--- src/rtl/hazard_mem_controller_pkg.sv ---
// Shared encodings for the pipeline sequencer: FSM states and memory-port
// select values.
package hazard_mem_controller_pkg;

    typedef enum logic [1:0] {
        S_IDLE  = 2'd0,
        S_FETCH = 2'd1,
        S_DATA  = 2'd2
    } state_t;

    localparam logic MEM_SEL_FETCH = 1'b0;
    localparam logic MEM_SEL_DATA  = 1'b1;

endpackage

--- src/rtl/hazard_mem_controller_load_use.sv ---
// Load-use hazard detector: the load in EX writes a register that the
// instruction in ID reads. x0 never creates a hazard.
module load_use_detect (
    input  logic       ID_EX_CTRL_memread,
    input  logic [4:0] ID_EX_rd,
    input  logic [4:0] IF_ID_rs1,
    input  logic [4:0] IF_ID_rs2,
    output logic       load_use
);

    assign load_use = ID_EX_CTRL_memread && (ID_EX_rd != 5'd0) &&
                      ((ID_EX_rd == IF_ID_rs1) || (ID_EX_rd == IF_ID_rs2));

endmodule

--- src/rtl/hazard_mem_controller.sv ---
// Pipeline sequencer for a single-ported unified memory: arbitrates fetch
// against data access and drives all pipeline enable/stall/flush controls.
module hazard_mem_controller
    import hazard_mem_controller_pkg::*;
#(
    parameter int CNT_W = 32
) (
    input  logic             clk,
    input  logic             rst_n,
    input  logic [4:0]       IF_ID_rs1,
    input  logic [4:0]       IF_ID_rs2,
    input  logic [4:0]       ID_EX_rd,
    input  logic             ID_EX_CTRL_memread,
    input  logic             EX_MEM_CTRL_memread,
    input  logic             EX_MEM_CTRL_memwrite,
    input  logic             EX_branch_taken,
    input  logic             mem_ack,
    output logic             mem_req,
    output logic             mem_sel,
    output logic             mem_we,
    output logic             pc_write,
    output logic             IF_ID_write,
    output logic             IF_ID_flush,
    output logic             ID_EX_bubble,
    output logic             pipe_en,
    output logic [CNT_W-1:0] stall_count
);

    state_t           state_q, state_d;
    logic             dataDone_q, dataDone_d;
    logic [CNT_W-1:0] count_q, count_d;
    logic             dataPend;
    logic             adv;
    logic             loadUse;

    load_use_detect u_load_use (
        .ID_EX_CTRL_memread (ID_EX_CTRL_memread),
        .ID_EX_rd           (ID_EX_rd),
        .IF_ID_rs1          (IF_ID_rs1),
        .IF_ID_rs2          (IF_ID_rs2),
        .load_use           (loadUse)
    );

    assign dataPend = (EX_MEM_CTRL_memread || EX_MEM_CTRL_memwrite) && !dataDone_q;
    assign adv      = (state_q == S_FETCH) && mem_ack;

    // Memory-port outputs decode from the state register only, so mem_ack
    // never reaches them combinationally.
    always_comb begin
        state_d    = state_q;
        dataDone_d = dataDone_q;
        mem_req    = 1'b0;
        mem_sel    = MEM_SEL_FETCH;
        mem_we     = 1'b0;
        unique case (state_q)
            S_IDLE: begin
                state_d = dataPend ? S_DATA : S_FETCH;
            end
            S_FETCH: begin
                mem_req = 1'b1;
                if (mem_ack) state_d = S_IDLE;
            end
            S_DATA: begin
                mem_req = 1'b1;
                mem_sel = MEM_SEL_DATA;
                mem_we  = EX_MEM_CTRL_memwrite;
                if (mem_ack) begin
                    dataDone_d = 1'b1;
                    state_d    = S_IDLE;
                end
            end
            default: state_d = S_IDLE;
        endcase
        if (adv) dataDone_d = 1'b0;
    end

    assign pipe_en      = adv;
    assign pc_write     = adv && (!loadUse || EX_branch_taken);
    assign IF_ID_write  = adv && (!loadUse || EX_branch_taken);
    assign IF_ID_flush  = adv && EX_branch_taken;
    assign ID_EX_bubble = adv && (loadUse || EX_branch_taken);

    always_comb begin
        count_d = count_q;
        if (!adv && !(&count_q)) count_d = count_q + {{(CNT_W-1){1'b0}}, 1'b1};
    end

    assign stall_count = count_q;

    always_ff @(posedge clk or negedge rst_n) begin
        if (!rst_n) begin
            state_q    <= S_IDLE;
            dataDone_q <= 1'b0;
            count_q    <= '0;
        end else begin
            state_q    <= state_d;
            dataDone_q <= dataDone_d;
            count_q    <= count_d;
        end
    end

endmodule

--- config.mk ---
export PLATFORM = sky130hd
export DESIGN_NAME = hazard_mem_controller
export DESIGN_NICKNAME = d
export VERILOG_FILES = /design/src/rtl/hazard_mem_controller_pkg.sv /design/src/rtl/hazard_mem_controller_load_use.sv /design/src/rtl/hazard_mem_controller.sv
export SDC_FILE = /design/constraint.sdc
export NUM_CORES = 1
export LEC_CHECK = 0
export ABC_AREA = 1
export BUFFER_PORTS_ARGS = -buffer_cell sky130_fd_sc_hd__buf_2
export CORE_MARGIN = 2
export CORE_UTILIZATION = 35
export CTS_CLUSTER_DIAMETER = 30
export DETAILED_ROUTE_END_ITERATION = 8
export GPL_ROUTABILITY_DRIVEN = 0
export SKIP_LAST_GASP = 1
export SYNTH_ARGS = -nofsm -noshare
export SYNTH_HDL_FRONTEND = slang
export SYNTH_HIERARCHICAL = 1
export SYNTH_SLANG_ARGS = --single-unit
--- constraint.sdc ---
create_clock -name clk -period 1.6 [get_ports clk]
set_input_delay 0.16 -clock clk [delete_from_list [all_inputs] [get_ports clk]]
set_output_delay 0.16 -clock clk [all_outputs]
set_load 0.01 [all_outputs]
# Word level (Yosys, flattened, before mapping)
# Cells that the tools add are included.
# totals
ff_bits	35
in_bits	22
output_inout_bits	40
elab_cells	41
# op_classes
add_sub_neg	1
eq_ne	5
n_mux	9
reduce_logical	23
# ops
op	n
32-bit by 1-bit adder with 32-bit output, second input constant	1
32-bit AND reduction	1
5-bit equality test	2
1-bit logical AND	8
1-bit 2-to-1 mux	6
5-bit nonzero test	1
1-bit logical NOT	4
1-bit logical OR	4
2-bit 2-to-1 mux	2
2-bit case mux with 2 select lines	1
2-bit nonzero test	2
2-bit by 1-bit equality test with 1-bit output, second input constant	1
2-bit equality test, second input constant	1
2-bit logical NOT	1
2-bit by 1-bit != test with 1-bit output, second input constant	1
2-bit AND reduction	1
2-bit OR reduction	1

# Depth between registers and ports, before layout
# Gate-level depths: netlist of the first run.
# logic_depth
ltp_word	6
depth_mapped	10
ltp_nobuf	10

# By module
# Netlist of the first run, hierarchy kept.
# modules_own_cells
module	instances	cells_each	area_per_inst_um2	seq_area_each_um2
hazard_mem_controller	1	376	2448.6	875.8
load_use_detect	1	45	195.2	0.0

# Worst setup path before layout of the first run
# Ideal clock, no wire load.
# synth_timing
path_kind	reg-to-reg
from	register count_q[0] (netlist: stall_count[0])
to	register count_q[27] (netlist: stall_count[27])
setup_ns	0.117
t_arrival_ns	1.497
required_time_ns	1.483
slack_ns	-0.014
path_stages_with_launch	10
path_buffers	1
synth_period_minus_slack_ns	1.614
path_cell_list	dfrtp_1 ha_1 inv_2 nor2_4 nand2_1 nor2_4 nand3b_4 buf_2 nand3b_1 nand2_1
# synth_via
elab_chain_cells	3
word_cells_on_any_way	4
classes_between	1 x add/sub; 3 x reduce/logical
# synth_lines
item	line	text
start: declaration	hazard_mem_controller.sv:31	logic [CNT_W-1:0] count_q, count_d;
start signal: assignment	hazard_mem_controller.sv:98	count_q <= count_d;
branches (longest 3 deep; another with 32-bit by 1-bit adder with 32-bit output)	-	
# Parallel ways; which one is timed is not known.
# A chain may end at the register's enable or synchronous reset.

# Worst setup path after layout of the first run
# layout_timing
from	register state_q[0]
to	register count_q[27] (netlist: stall_count[27])
# layout_via
elab_chain_cells	4
# layout_lines
item	line	text
start: declaration	hazard_mem_controller.sv:29	state_t state_q, state_d;
start signal: assignment	hazard_mem_controller.sv:96	state_q <= state_d;
2-bit by 1-bit equality test with 1-bit output	hazard_mem_controller.sv:45	assign adv = (state_q == S_FETCH) && mem_ack;
1-bit logical AND	hazard_mem_controller.sv:45	
1-bit logical NOT	hazard_mem_controller.sv:85	if (!adv && !(&count_q)) count_d = count_q + {{(CNT_W-1){1'b0}}, 1'b1};
1-bit logical AND	hazard_mem_controller.sv:85	
# No other way between the ends.

==> run_results.csv, run 1 <==
group,metric,value,unit
grt,grt_max_degree,27,
detailed_routing,finalWirelength,8130,µm
grt,grt.busiest_layer,"met2",
timing,final_max_slew_viol_count,0,
yosys,synthesis.area,0.00264,mm²
detailed_routing,drt-wirelength-per-cell,12.8,µm
clocking,clkLatencyLatePin,0.29,ns
clocking,h-tree-depth,2,
critical_path,critPathSlowestCell,"dfrtp_1",
flow_run,cap_violations,0,
clocking,tritoncts,"done",
grt,antenna_found_initial,0,
power_and_ir_drop,leakage,2.02,nW
layout,fin_util,0.502,
critical_path,cp_num_cells,9,
yosys,yosys_warnings,6,
placed_design,dp_slack,-0.107,ns
floorplanning,die_w,90.9,µm
floorplanning,die-area,0.00826,mm²
placed_design,io_buffers,61,
critical_path,path_max_fanout,4,
yosys,synth_flop_cell,"dfrtp_1",
power_and_ir_drop,power.density,873,mW/mm²
yosys,synth-seq-cells,35,
critical_path,cp.required,1.78,ns
critical_path,crit_family,"simple AND/OR/NAND/NOR gates",
yosys,yosysTopAreaCellShare,0.331,
detailed_routing,via_per_inst,4.68,
critical_path,path_buf_inv,1,
layout,fill_cells,757,
floorplanning,fp.dieH,90.9,µm
timing,rsz0062_at_grt,"true",
timing,final.min_clock_period,1.60,ns
grt,grt-ovfl-total,0,
timing,fin_skew,0.00818,ns
power_and_ir_drop,power_frac_comb,0.424,
layout,antenna_cells,0,
hold_path,hold_depth,4,
critical_path,cp_cell_sequence,"ha_4 > nand2_4 > clkinvlp_4 > nor2_2 > nand4_1 > nor2_2 > nand2_1 > nand2_1 > nand2_1",
power_and_ir_drop,pwr-share-clk,0.228,
layout,drive_above_1_share,0.303,
clocking,cts_buffer_depth,2,
yosys,synthArstFlopShare,1.00,
grt,grt_pass1_vias,2746,
detailed_routing,drt_iter0_drc,152,
yosys,synth_edf_count,0,
timing,clock.fmax,625,MHz
detailed_routing,drc_errors,0,
critical_path,cp_data_arrival_time,1.78,ns
grt,grt_usage,0.192,
floorplanning,pin_count,62,
power_and_ir_drop,seq_power_share,0.348,
power_and_ir_drop,vdd_drop_max,0.756,mV
detailed_routing,via_count,2982,
grt,grt_pass1_wl,12800,µm
power_and_ir_drop,swShare,0.376,
timing,setup_viol,1,
critical_path,critPathLaunchType,"flop",
yosys,ys_types,26,
layout,layout.nets,563,
clocking,cts_sinks,35,
yosys,synth.area.top_cells,"dfrtp_1 (33%), nand2_1 (30%), nor2_1 (7.7%), inv_1 (5.7%), xor2_1 (2.7%)",
detailed_routing,antenna_left,0,
run_status,violations,"setup timing",
clocking,cts_inserted_buffers,5,
yosys,synthCells,421,
clocking,path_clk_slew,0.07,ns
layout,most-common-layout-cells,"nand2_1 (209), buf_2 (61), buf_4 (48), nor2_1 (44), inv_1 (38)",
run_status,outcome,"finished with violations",
critical_path,path_class,"reg -> reg",
yosys,yosysTopAreaCell,"dfrtp_1",
floorplanning,core,0.00729,mm²
placed_design,hpwl,5890,µm
yosys,synth_area_per_cell,6.28,µm²
grt,grt_use_met3,0.0267,
detailed_routing,first_pass_iters,4,
power_and_ir_drop,p_sw,0.00120,W
timing,hold_viol,0,
layout,synthToLayoutAreaGrowth,38.4,%
layout,final_cell_count_no_fill,637,
yosys,synth_fp_nets,447,
grt,use_met2,0.308,
clocking,cts_root_buf,"clkbuf_8",
critical_path,end_kind,"flop",
timing,timing.final.crit_share,1.00,
critical_path,r2r_cells,9,
placed_design,dp_cells,619,
floorplanning,start_util,0.363,
power_and_ir_drop,internal-power,0.00199,W
floorplanning,rows,31,
timing,slew-limit-headroom,0.678,
critical_path,cpMostUsedCell,"nand2_1",
grt,use_met1,0.262,
critical_path,slowest_delay,0.41,ns
yosys,ys_seq_area_frac,0.331,
layout,final_common_cell,"nand2_1",
timing,setup_ws,-0.000488,ns
hold_path,hold_path_class,"in -> reg",
timing,tightest_slew,0.482,ns
[tightest hold or removal path, cell delays in order]
cell and delay, ns:
buf_2 0.07, nor2_1 0.05, nor2_1 0.09, o22ai_1 0.08
[cell families after synthesis]
| family | synth area share |
|---|---|
| xor+xnor | 0.0497 |
| flops | 0.331 |
| fa+ha+maj | 0.0189 |
| compound gates | 0.0246 |
| buf+inv | 0.0857 |
| simple gates | 0.490 |
[synth_stat cells (4+ instances only)]
master    count
nand3_1      13
xor2_1        8
nand4_1       4
nand2_1     211
ha_1          4
inv_1        40
nor2_1       54
nand2_2       5
xnor2_1       7
buf_6         4
o21ai_0       4
nand3b_1      8
inv_2         5
dfrtp_1      35
nor2_2        4
nor2_4        5
[registers in the layout (all words and copies together) (netlist names)]
signal	cells
state_q	2
dataDone_q	1
stall_count	32
[routing by layer]
| layer | routed length, µm | part of all wire | vias to the layer above |
|---|---|---|---|
| met5 | 0 | 0 | - |
| met4 | 253 | 0.031 | 0 |
| li1 | - | - | 1505 |
| met1 | 3650 | 0.45 | 1355 |
| met3 | 396 | 0.049 | 26 |
| met2 | 3830 | 0.47 | 96 |
[worst paths after layout]
check,slack (ns),startpoint,to
worst max-delay path,-0.0005,state_q[0],stall_count[27]
worst min-delay path,0.21,EX_MEM_CTRL_memread,state_q[0]
worst max register to register,-0.0005,state_q[0],stall_count[27]
worst min register to register,0.51,dataDone_q,state_q[1]
max in group asynchronous,0.76,rst_n,stall_count[11]
min in group asynchronous,0.36,rst_n,stall_count[2]
[what timing repair did]
action,CTS,global route
hold buffers,1,0
pin swaps,1,8
endpoints found under the setup margin,28,34
setup buffers,0,8
hold endpoints to repair,17,0
gates cloned,1,0
gates resized for setup,2,23
[layout make-up]
cell class	count	area [µm²]	share of cell area
Timing Repair Buffer	114	747	0.204
Sequential cell	35	877	0.240
Inverter	45	173	0.0472
Tap cell	99	124	0.0339
Multi-Input combinational cell	336	1640	0.448
Clock buffer	8	100	0.0274
[through the flow]
stage          setup TNS (ns)  total power [W]  hold WS (ns)  instance area (µm²)
2_1_floorplan               0          0.00181        -0.136                 2650
3_3_place_gp            -1.45          0.00223         0.137                 3360
3_5_place_dp            -2.08          0.00227         0.143                 3360
4_1_cts               -0.0126          0.00303         0.201                 3490
5_1_grt                -0.757          0.00340         0.226                 3660
6_report            -0.000488          0.00319         0.209                 3660
[power groups by stage]
stage | Combinational (W) | Clock [W] | Sequential, W
floorplan | 0.000633 | 0 | 0.00118
global route | 0.00149 | 0.000787 | 0.00113
finish | 0.00135 | 0.000729 | 0.00111
detailed placement | 0.00115 | 0 | 0.00112
CTS | 0.00118 | 0.000743 | 0.00110
global placement | 0.00112 | 0 | 0.00111
Note: power is estimated with default switching activity, not from simulation.
==> run 2: changes to the inputs <==
--- a/config.mk
+++ b/config.mk
@@ -12,6 +12,7 @@
 export CTS_CLUSTER_DIAMETER = 30
 export DETAILED_ROUTE_END_ITERATION = 8
 export GPL_ROUTABILITY_DRIVEN = 0
+export SETUP_SLACK_MARGIN = 0.5
 export SKIP_LAST_GASP = 1
 export SYNTH_ARGS = -nofsm -noshare
 export SYNTH_HDL_FRONTEND = slang
==> run 2 against run 1 <==
The run now ends clean. Sequential power grew 4%. First-iteration DRC count grew 25%. Die area is the same. Via count grew 1.9%. Worst hold slack gained 0.042 ns. Sequential cell count is the same. Sequential share of layout area shrank 2.9 points. Critical path type unchanged. Critical endpoint is now stall_count[9]. Largest power group unchanged.
==> run_results.csv, run 2 (synthesis results as in run 1) <==
group,metric,value,unit
run_status,outcome,"finished, final reports clean",
timing,final.min_clock_period,1.59,ns
placed_design,io_buffers,61,
clocking,clkLatencyLatePin,0.29,ns
clocking,cts_buffer_depth,2,
power_and_ir_drop,leakage,2.19,nW
detailed_routing,antenna_left,0,
layout,most-common-layout-cells,"nand2_1 (202), buf_6 (63), nor2_1 (42), buf_2 (35), inv_1 (34)",
critical_path,cp.required,1.82,ns
power_and_ir_drop,vdd_drop_max,1.04,mV
clocking,cts_sinks,35,
hold_path,worstHoldStart,"mem_ack",
power_and_ir_drop,internal-power,0.00221,W
layout,final_cell_count_no_fill,654,
detailed_routing,via_per_inst,4.65,
layout,regArea,885,µm²
floorplanning,pin_count,62,
critical_path,cp_data_arrival_time,1.81,ns
detailed_routing,finalWirelength,8530,µm
clocking,h-tree-depth,2,
grt,grt-ovfl-total,0,
detailed_routing,drt_iter0_drc,190,
floorplanning,die_w,90.9,µm
layout,multi_input_area,0.00178,mm²
detailed_routing,drc_errors,0,
layout,drive_above_1_share,0.366,
flow_run,cap_violations,0,
detailed_routing,first_pass_iters,4,
floorplanning,rows,31,
hold_path,hold_path_class,"in -> reg",
power_and_ir_drop,power.density,856,mW/mm²
clocking,tritoncts,"done",
layout,final_common_cell,"nand2_1",
power_and_ir_drop,p_sw,0.00138,W
critical_path,startpoint,"stall_count[12]",
detailed_routing,via_count,3039,
critical_path,r2r_start,"stall_count[12]",
power_and_ir_drop,swShare,0.384,
layout,layout.nets,580,
power_and_ir_drop,power_frac_comb,0.503,
timing,timing.final.crit_share,0.991,
detailed_routing,drt-wirelength-per-cell,13.0,µm
grt,grt_pass1_wl,14100,µm
timing,setup_viol,0,
floorplanning,core,0.00729,mm²
clocking,cts_root_buf,"clkbuf_8",
timing,final_max_slew_viol_count,0,
clocking,path_clk_slew,0.07,ns
grt,grt_usage,0.209,
power_and_ir_drop,pwr-share-clk,0.176,
critical_path,critPathLaunchType,"flop",
critical_path,path_class,"reg -> reg",
grt,grt_max_degree,27,
timing,hold_viol,0,
layout,fill_cells,720,
timing,clock.fmax,631,MHz
placed_design,hpwl,5890,µm
floorplanning,die-area,0.00826,mm²
grt,grt_pass1_vias,3031,
timing,rsz0062_at_grt,"true",
clocking,cts_inserted_buffers,5,
floorplanning,fp.dieH,90.9,µm
timing,slew-limit-headroom,0.689,
critical_path,end_kind,"flop",
placed_design,dp_cells,618,
layout,largest_reg_flops,32,
power_and_ir_drop,seq_power_share,0.321,
timing,fin_skew,0.00457,ns
timing,tns,0,ns
critical_path,path_max_fanout,13,
floorplanning,start_util,0.363,
grt,antenna_found_initial,0,
layout,synthToLayoutAreaGrowth,58.8,%
layout,antenna_cells,0,
timing,tightest_slew,0.466,ns
[run 2: critical path, cell delays in order (launching register included)]
cell,delay (ns)
dfrtp_1,0.42
nand2_1,0.14
nor2_4,0.06
nand2_1,0.13
nor2_4,0.08
a21oi_4,0.42
nand2_1,0.15
nand2_1,0.11
[run 2: layer usage]
| metal | routed length (µm) | global-route usage | up-vias |
|---|---|---|---|
| li1 | - | - | 1543 |
| met1 | 3630 | 0.263 | 1418 |
| met2 | 4440 | 0.376 | 70 |
| met3 | 354 | 0.0309 | 8 |
| met4 | 104 | 0.0505 | 0 |
| met5 | 0 | 0 | - |
[run 2: worst paths after layout]
check	endpoint	slack, ns	cells past startpoint
worst max-delay path	stall_count[9]	0.01	7
max in group asynchronous	stall_count[5]	0.77	3
min in group asynchronous	stall_count[24]	0.36	2
worst max register to register	stall_count[9]	0.01	7
worst min register to register	state_q[1]	0.58	1
worst min-delay path	dataDone_q	0.25	5
[run 2: metrics by stage]
stage	util	setup WS [ns]	hold slack, ns	area, µm²	total power (W)
3_3_place_gp	0.473	-0.0530	0.136	3450	0.00234
4_1_cts	0.536	0.0974	0.222	3910	0.00340
6_report	0.576	0.0149	0.251	4200	0.00359
5_1_grt	0.576	-0.0836	0.279	4200	0.00382
2_1_floorplan	-	0.185	-0.136	2750	0.00195
3_5_place_dp	0.473	-0.0646	0.143	3450	0.00237
[run 2: cell type report]
| type | count | area share |
|---|---|---|
| clock buffer | 7 | 0.0182 |
| clock inverter | 1 | 0.00119 |
| inverter | 45 | 0.0420 |
| multi-input combinational | 336 | 0.423 |
| sequential | 35 | 0.211 |
| tap | 99 | 0.0295 |
| timing repair buffer | 131 | 0.275 |
[run 2: power groups by stage]
stage	Clock (W)	Combinational [W]	Sequential, W
after floorplan	0	0.000734	0.00121
after global placement	0	0.00119	0.00115
after detailed placement	0	0.00121	0.00115
after CTS	0.000651	0.00161	0.00113
after global routing	0.000691	0.00196	0.00117
final	0.000634	0.00181	0.00115
[run 2: what timing repair did]
| item | in CTS | in global routing |
|---|---|---|
| hold buffers | 1 | 0 |
| pin swaps | 10 | 9 |
| hold endpoints to repair | 17 | 0 |
| endpoints found under the setup margin | 73 | 74 |
| setup buffers | 12 | 13 |
| gates cloned | 2 | 0 |
| resized for setup | 62 | 46 |
==> run 3: changes to the inputs <==
--- a/config.mk
+++ b/config.mk
@@ -8,10 +8,11 @@
 export ABC_AREA = 1
 export BUFFER_PORTS_ARGS = -buffer_cell sky130_fd_sc_hd__buf_2
 export CORE_MARGIN = 2
-export CORE_UTILIZATION = 35
+export CORE_UTILIZATION = 49
 export CTS_CLUSTER_DIAMETER = 30
 export DETAILED_ROUTE_END_ITERATION = 8
 export GPL_ROUTABILITY_DRIVEN = 0
+export PLACE_DENSITY = 0.77
 export SETUP_SLACK_MARGIN = 0.5
 export SKIP_LAST_GASP = 1
 export SYNTH_ARGS = -nofsm -noshare
==> run 3 against run 2 <==
The run now ends with setup timing left. Clock power is 18% higher. Clock skew increased by 0.0058 ns. Setup slack lost 0.12 ns. Sequential power barely moved. Sequential cell count unchanged. Core utilization rose by 26 points. Via count is 16% higher. Power is 8.9% higher. Sequential share of layout area shrank 0.53 points. Largest cell class unchanged. Largest power group unchanged.
==> run_results.csv, run 3 (synthesis results as in run 1) <==
group,metric,value,unit
detailed_routing,finalWirelength,10400,µm
clocking,clkLatencyLatePin,0.31,ns
critical_path,end_kind,"flop",
layout,synthToLayoutAreaGrowth,62.9,%
critical_path,path_max_fanout,3,
critical_path,critPathSlowestCell,"dfrtp_1",
floorplanning,die_w,77.5,µm
critical_path,crit_family,"simple AND/OR/NAND/NOR gates",
hold_path,hold_path_class,"in -> reg",
floorplanning,fp.dieH,77.5,µm
critical_path,cp_data_arrival_time,1.90,ns
floorplanning,start_util,0.511,
detailed_routing,via_count,3518,
power_and_ir_drop,power_frac_comb,0.512,
clocking,tritoncts,"done",
timing,timing.final.crit_share,1.07,
detailed_routing,drc_errors,0,
layout,most-common-layout-cells,"nand2_1 (200), buf_6 (63), buf_4 (37), inv_1 (36), nor2_1 (36)",
power_and_ir_drop,swShare,0.387,
grt,grt_pass1_vias,3131,
layout,fin_util,0.833,
floorplanning,rows,26,
critical_path,cpMostUsedCell,"nand2_1",
timing,fin_skew,0.0103,ns
timing,hold_viol,0,
grt,antenna_found_initial,0,
layout,largest_reg_flops,32,
hold_path,worstHoldStart,"mem_ack",
clocking,path_clk_slew,0.07,ns
clocking,h-tree-depth,2,
floorplanning,core,0.00517,mm²
run_status,violations,"setup timing",
timing,rsz0062_at_grt,"true",
power_and_ir_drop,pwr-share-clk,0.191,
power_and_ir_drop,power.density,908,mW/mm²
detailed_routing,drt-wirelength-per-cell,16.5,µm
floorplanning,pin_count,62,
power_and_ir_drop,vdd_drop_max,0.859,mV
critical_path,startpoint,"stall_count[14]",
power_and_ir_drop,p_sw,0.00151,W
grt,grt-ovfl-total,0,
clocking,cts_buffer_depth,2,
timing,slew-limit-headroom,0.836,
detailed_routing,drt_iter0_drc,432,
timing,setup_ws,-0.108,ns
clocking,cts_inserted_buffers,5,
layout,layout.nets,589,
detailed_routing,via_per_inst,5.55,
power_and_ir_drop,internal-power,0.00240,W
critical_path,cp_cell_sequence,"nand2_1 > nor2_1 > nand2_1 > nor2_1 > nand2_1 > nand2_1 > nand2_1 > nand2_1 > nand2_1",
critical_path,r2r_start,"stall_count[14]",
timing,hold_ws,0.248,ns
detailed_routing,first_pass_iters,5,
grt,grt_usage,0.283,
timing,final.min_clock_period,1.71,ns
power_and_ir_drop,seq_power_share,0.297,
timing,clock.fmax,586,MHz
grt,grt_pass1_wl,13700,µm
timing,setup_viol,17,
flow_run,cap_violations,0,
detailed_routing,antenna_left,0,
critical_path,cp.required,1.79,ns
layout,antenna_cells,0,
run_status,outcome,"finished with violations",
layout,final_common_cell,"nand2_1",
timing,final_max_slew_viol_count,0,
critical_path,critPathLaunchType,"flop",
timing,tightest_slew,0.245,ns
grt,grt_max_degree,36,
power_and_ir_drop,leakage,2.27,nW
critical_path,path_class,"reg -> reg",
clocking,cts_root_buf,"clkbuf_8",
placed_design,io_buffers,61,
placed_design,hpwl,5550,µm
layout,fill_cells,293,
floorplanning,die-area,0.00600,mm²
layout,drive_above_1_share,0.388,
clocking,cts_sinks,35,
critical_path,path_buf_inv,0,
critical_path,slowest_delay,0.43,ns
==> run 3: changes by cell type in the layout (fill, tap and decap cells not counted), sizes merged <==
cell / previous run / this run
clkinv: 1 / 0
buf: 130 / 138
nand2: 217 / 218
clkbuf: 7 / 8
==> run 3: worst register-to-register path: stages (launching register included) <==
cell	delay, ns
dfrtp_1	0.43
nand2_1	0.18
nor2_1	0.24
nand2_1	0.16
nor2_1	0.23
nand2_1	0.08
nand2_1	0.08
nand2_1	0.06
nand2_1	0.08
nand2_1	0.07
==> run 3: per-layer routing <==
layer | track usage | up-vias | wire length [µm]
li1 | - | 1569 | -
met1 | 0.340 | 1599 | 3700
met2 | 0.496 | 278 | 5050
met3 | 0.0430 | 72 | 1060
met4 | 0.130 | 0 | 629
met5 | 0 | - | 0
==> run 3: worst paths after layout <==
kind / to / slack [ns] / cells after the start
setup / recovery: stall_count[18] / -0.11 / 9
setup reg to reg: stall_count[18] / -0.11 / 9
hold reg to reg: state_q[1] / 0.54 / 1
min in group asynchronous: stall_count[2] / 0.33 / 3
max in group asynchronous: stall_count[8] / 1.07 / 3
hold / removal: dataDone_q / 0.25 / 5
==> run 3: metrics by stage <==
step	setup slack, ns	power (W)	cells	setup TNS (ns)	area (µm²)
final	-0.108	0.00391	634	-0.473	4310
after global routing	-0.162	0.00409	634	-2.61	4310
after CTS	0.0933	0.00338	608	0	3850
after detailed placement	-0.0473	0.00235	584	-0.425	3370
after global placement	-0.0193	0.00231	584	-0.0757	3370
after floorplan	0.185	0.00195	421	0	2750
==> run 3: timing repair <==
action                                  4_1_cts  5_1_grt
hold endpoints to repair                     35        0
cloned                                        2        1
pin swaps                                    10       14
buffers inserted                             13       25
hold buffers                                  1        0
endpoints found under the setup margin       72       74
resized for setup                            58       59
==> run 3: cell type report <==
class	count	area [µm²]	area share
inverters	45	176	0.0410
clock buffers	8	100	0.0232
multi-input cells	337	1830	0.425
flip-flops and latches	35	885	0.205
repair buffers	139	1230	0.285
well taps	70	87.6	0.0203
==> run 3: power groups by stage <==
stage | clock [W] | sequential (W) | combinational, W
floorplan | 0 | 0.00121 | 0.000734
global placement | 0 | 0.00115 | 0.00117
detailed placement | 0 | 0.00116 | 0.00120
CTS | 0.000741 | 0.00114 | 0.00150
global route | 0.000801 | 0.00117 | 0.00212
finish | 0.000747 | 0.00116 | 0.00200
